File: config.mk
export PLATFORM = sky130hd
export DESIGN_NAME = parity_err_counter
export DESIGN_NICKNAME = d
export VERILOG_FILES = /design/src/rtl/parity_err_counter.sv
export SDC_FILE = /design/constraint.sdc
export NUM_CORES = 1
export LEC_CHECK = 0
export CAP_MARGIN = 15
export CORE_AREA = 2 2 39 41
export DETAILED_ROUTE_END_ITERATION = 8
export DIE_AREA = 0 0 41 43
export PLACE_DENSITY = 0.6
export SLEW_MARGIN = 20
export SYNTH_ARGS = -nofsm -noshare
export SYNTH_HDL_FRONTEND = slang
export SYNTH_SLANG_ARGS = --single-unit
File: constraint.sdc
create_clock -name clk -period 1.4 [get_ports clk]
set_input_delay 0.28 -clock clk [delete_from_list [all_inputs] [get_ports clk]]
set_output_delay 0.28 -clock clk [all_outputs]
set_load 0.05 [all_outputs]
File: src/rtl/parity_err_counter.sv
// +------------------------------------------------------------------------+
// | Module   : parity_err_counter                                          |
// | Purpose  : Saturating event counter with synchronous clear. A clear    |
// |            and an increment in the same cycle yield a count of 1.      |
// | Revision : 1.0 - initial release                                       |
// +------------------------------------------------------------------------+
`default_nettype none

module parity_err_counter #(
  parameter int CNT_W = 8
) (
  input  logic             clk,
  input  logic             rst,
  input  logic             clr,
  input  logic             inc,
  output logic [CNT_W-1:0] count
);

  localparam logic [CNT_W-1:0] c_MAX = '1;

  logic [CNT_W-1:0] r_count;
  logic [CNT_W-1:0] w_base;
  logic [CNT_W-1:0] w_count_nxt;

  // Clear first, then count, stopping at all-ones
  always_comb begin
    w_base      = clr ? '0 : r_count;
    w_count_nxt = w_base;
    if (inc && (w_base != c_MAX)) begin
      w_count_nxt = w_base + CNT_W'(1);
    end
  end

  // Counter register
  always_ff @(posedge clk) begin
    if (rst) begin
      r_count <= '0;
    end else begin
      r_count <= w_count_nxt;
    end
  end

  assign count = r_count;

endmodule : parity_err_counter

`default_nettype wire

# Word-level counts from Yosys, hierarchy flattened
# Cells that the tools add are included.
[classes]
n_lt_le_gt_ge = 0
n_addsub = 1
div = 0
n_bitwise = 0
mux = 2
shifts = 0
multipliers = 0
reduce_logical = 1
eq_ne = 1
[op_table]
columns = ["operator", "n"]
rows = [
  ["$mux W8", 2],
  ["$add A8 B1 Y8 const B", 1],
  ["$ne A8 B8 Y1 const B", 1],
  ["$logic_and A1 B1 Y1", 1],
]
[word_totals]
rom_bits = 0
input_bits = 4
latch_bits = 0
output_inout_bits = 8
memories = 0
word_cells = 6
ff_bits = 8
mem_bits_rw = 0

# Longest topological paths before layout
# Gate-level depths: netlist of the first run.
[depth]
word_depth = 4
depth_mapped = 3
mapped_depth_nobuf = 3

# Least setup slack after synthesis of the first run
# OpenSTA, ideal clock, no wires.
[synth_timing]
path_type = "flip-flop to flip-flop"
start = "register r_count[5], in the netlist count[5]"
end = "register r_count[1], in the netlist count[1]"
n_path_buf = 0
path_slack_ps = -65
setup_ps = 80
arrival_ps = 1386
path_stages_with_launch = 4
t_required_ps = 1320
path_cell_list = "dfxtp_1 > and4b_4 > nand4_1 > a211oi_2"
[synth_via]
elab_chain_cells = 4
[synth_lines]
columns = ["element", "line_no", "source"]
rows = [
  ["start: declaration", "21", "logic [CNT_W-1:0] r_count;"],
  ["start signal: assignment", "39", "r_count <= w_count_nxt;"],
  ["$mux W8", "27", "w_base = clr ? '0 : r_count;"],
  ["$ne A8 B8 Y1", "29", "if (inc && (w_base != c_MAX)) begin"],
  ["$logic_and A1 B1 Y1", "29", ""],
  ["$mux W8", "29", ""],
]
# Every way passes these cells.
# A chain may end at the register's enable or synchronous reset.

# Worst setup path after layout of the first run
[layout_timing]
start = "register r_count[0], in the netlist count[0]"
end = "output port count[0]"
[layout_rtl]
columns = ["element", "line_no", "source"]
rows = [
  ["end: declaration", "16", "output logic [CNT_W-1:0] count"],
]
# No word-level cell between the ends.

==> metrics.txt, run 1 <==
Initial Util=26.7%; f_max=800 MHz; post-CTS resize count=0; PwrDens=730 nW/um^2; cell count after synthesis=41; overall routed net length=936 um; Die Width=41 um; # nets final=67; Ports=12; remaining antenna violation count=0; ANT cells=0; Yosys warnings=0; CP arrival=0.97 ns; Crit Path Category=register to output pin; status=finished, final reports clean; port buffer count=11; leakage=0.231 nW; worst-margin pin slew=0.330 ns; Rel. slew slack=78.0%; RR Startpoint=count[7]$_SDFF_PP0_; Startpoint Class=register; number of synthesized flops with an enable pin=0; cell internal pwr=0.358 mW; setup slack at placement=-0.0805 ns; grt ovf=0; setup ws final=0.150 ns; row count=14; Worst setup EP type=output pin; Finish-stage setup viols=0; Die Ht=43 um; slowest stage cell, crit path=dfxtp_1; Worst Clk Skew=0.00906 ns; core area=1380 sq um; Clk pwr share=39.3%; Synth Cell Area=369 sq um; delay-heaviest family, CP=flip-flops; commonest cells in the netlist=dfxtp_1, a21oi_1, nor3_1; Synth Net Count=45; syn avg cell area=9.00 sq um; area grow syn2layout=75.9%; switching pwr=0.116 mW; root buf cell=clkbuf_4; Clock transition at path regs=0.06 ns; min-delay worst type=register to register; placed wire-length estimate=711 um; share of the yosys chip area belonging to registers=43.4%; largest net degree at the start of global routing=8; # Post-CTS Setup Buffers=0; top_reg_cell synth=dfxtp_1; fin crit share=89.3%; fin. max-slew vios=0; Hold Startpoint=count[5]$_SDFF_PP0_; Synth async-reset ratio=0%; H-tree depth=1; Unique masters post-synth=20; Hold Path Stages=1; Routability Congestion=0.799; initial antenna violation count=0; Sw Share=24.5%; leading area contributor after synthesis=dfxtp_1; TritonRoute pass-1 iters=4; global-route wire length before repair=1.52 mm; vias per inst=5.32; worst vdd ir=359 uV; total number of vias=410; Setup Total Neg Slack=0 ns; fin crit period=1.25 ns; drt wl/cell=12.2 um; Seq cells post-synth=8; Starting DRT DRC Count=12; RSZ-0062 raised after global routing=false; Final Power=0.474 mW; maximum clock path buffer count=2; CTS tree=built; endpoints failing hold=0; clock sink total=8; DRC viols=0; Worst EP required=1.12 ns; synth top area cells=dfxtp_1, a21oi_1, nor3_1; CP max stage delay=0.41 ns; sequential share of power=49.6%; post-cts hold buffer count=0; Die ar.=1760 sq um; max FFs per register=8; latest clock arrival within the worst-skew pair=0.26 ns; reg2reg path depth=3; max-cap violation count=0; R2R Path End=count[1]$_SDFF_PP0_; vias in the first global route=348; CTS buffer count=3; Synth top area share=43.4%; crit-path cells=buf_4 -> buf_12; critical path buffer and inverter count=2; Comb power frac=11.2%; Worst Hold End=count[5]$_SDFF_PP0_; layout cells sized above 1=36.1%; total track usage=13.1%; top-count cell post-synth=dfxtp_1; Crit Path Max Fanout=5; Worst R2R Setup Slack=0.27 ns
==> how the worst max path moves through the flow <==
stage / start / to / slack [ns] / depth (start not counted)
2_1_floorplan: count[7]$_SDFF_PP0_ / count[1]$_SDFF_PP0_ / 0.01 / 3
3_3_place_gp: clr / count[4]$_SDFF_PP0_ / -0.11 / 4
3_5_place_dp: clr / count[1]$_SDFF_PP0_ / -0.08 / 4
4_1_cts: count[0]$_SDFF_PP0_ / count[0] / 0.15 / 2
5_1_grt: clr / count[6]$_SDFF_PP0_ / 0.11 / 4
6_report: count[0]$_SDFF_PP0_ / count[0] / 0.15 / 2
==> layout by cell type, fill, tap and decap left out, drive strengths merged <==
master / instances
a211oi: 2
a21oi: 4
a31oi: 3
a41oi: 1
and2: 1
and3: 1
and4: 2
and4b: 1
buf: 14
clkbuf: 3
clkdlybuf4s50: 3
dfxtp: 8
nand2: 2
nand3: 1
nand3b: 1
nand4: 3
nor2: 2
nor2b: 1
nor3: 4
o21ai: 2
o21bai: 1
or2: 1
==> power groups by stage <==
stage          clock network [mW]  registers [mW]  logic, mW
2_1_floorplan                   0           0.248    0.00958
3_3_place_gp                    0           0.240     0.0529
3_5_place_dp                    0           0.240     0.0530
4_1_cts                     0.191           0.235     0.0533
5_1_grt                     0.199           0.235     0.0568
6_report                    0.186           0.235     0.0529
==> per-stage QoR <==
stage / cell area, sq um / hold slack [ns] / utilization (%) / instances
2_1_floorplan: 372 / 0.379 / - / 41
3_3_place_gp: 627 / 0.526 / 45.3 / 74
3_5_place_dp: 627 / 0.526 / 45.3 / 74
4_1_cts: 649 / 0.534 / 46.9 / 77
5_1_grt: 649 / 0.549 / 46.9 / 77
6_report: 649 / 0.538 / 46.9 / 77
==> cells by family (layout without fill, tap and decap cells) <==
| kind of cell | after synthesis | count (layout) | synth area share, % |
|---|---|---|---|
| AND/OR/NAND/NOR | 20 | 20 | 33.6 |
| flip-flops | 8 | 8 | 43.4 |
| AO/OA/AOI/OAI | 13 | 13 | 23.1 |
| buffers and inverters | 0 | 20 | 0 |
==> metal layers <==
metal	global-route usage, %	wire [um]	vias to the layer above
li1	-	-	210
met1	17.7	437	183
met2	16.9	427	15
met3	4.71	61	2
met4	8.00	9	0
met5	0	0	-
==> cell type report <==
cell class,count,area (sq um)
fill,138,734
timing repair buffer,17,235
multi-input combinational,33,209
sequential,8,163
clock buffer,3,22.5
tap,16,20.0
==> worst register-to-register path, delay by kind of cell, from the launching register on <==
kind | cells | cell delay [ns]
AOI/OAI and AO/OA | 1 | 0.23
DFF | 1 | 0.43
and+or+nand+nor | 2 | 0.41
No activity file was read; power rests on OpenSTA's default activity.
==> run 2, diff against run 1 <==
--- a/config.mk
+++ b/config.mk
@@ -9,8 +9,7 @@
 export CORE_AREA = 2 2 39 41
 export DETAILED_ROUTE_END_ITERATION = 8
 export DIE_AREA = 0 0 41 43
-export PLACE_DENSITY = 0.6
-export SLEW_MARGIN = 20
+export SLEW_MARGIN = 10
 export SYNTH_ARGS = -nofsm -noshare
 export SYNTH_HDL_FRONTEND = slang
 export SYNTH_SLANG_ARGS = --single-unit
==> results of run 2 <==
The final DEF is identical to that of run 1; final timing and power are the same.
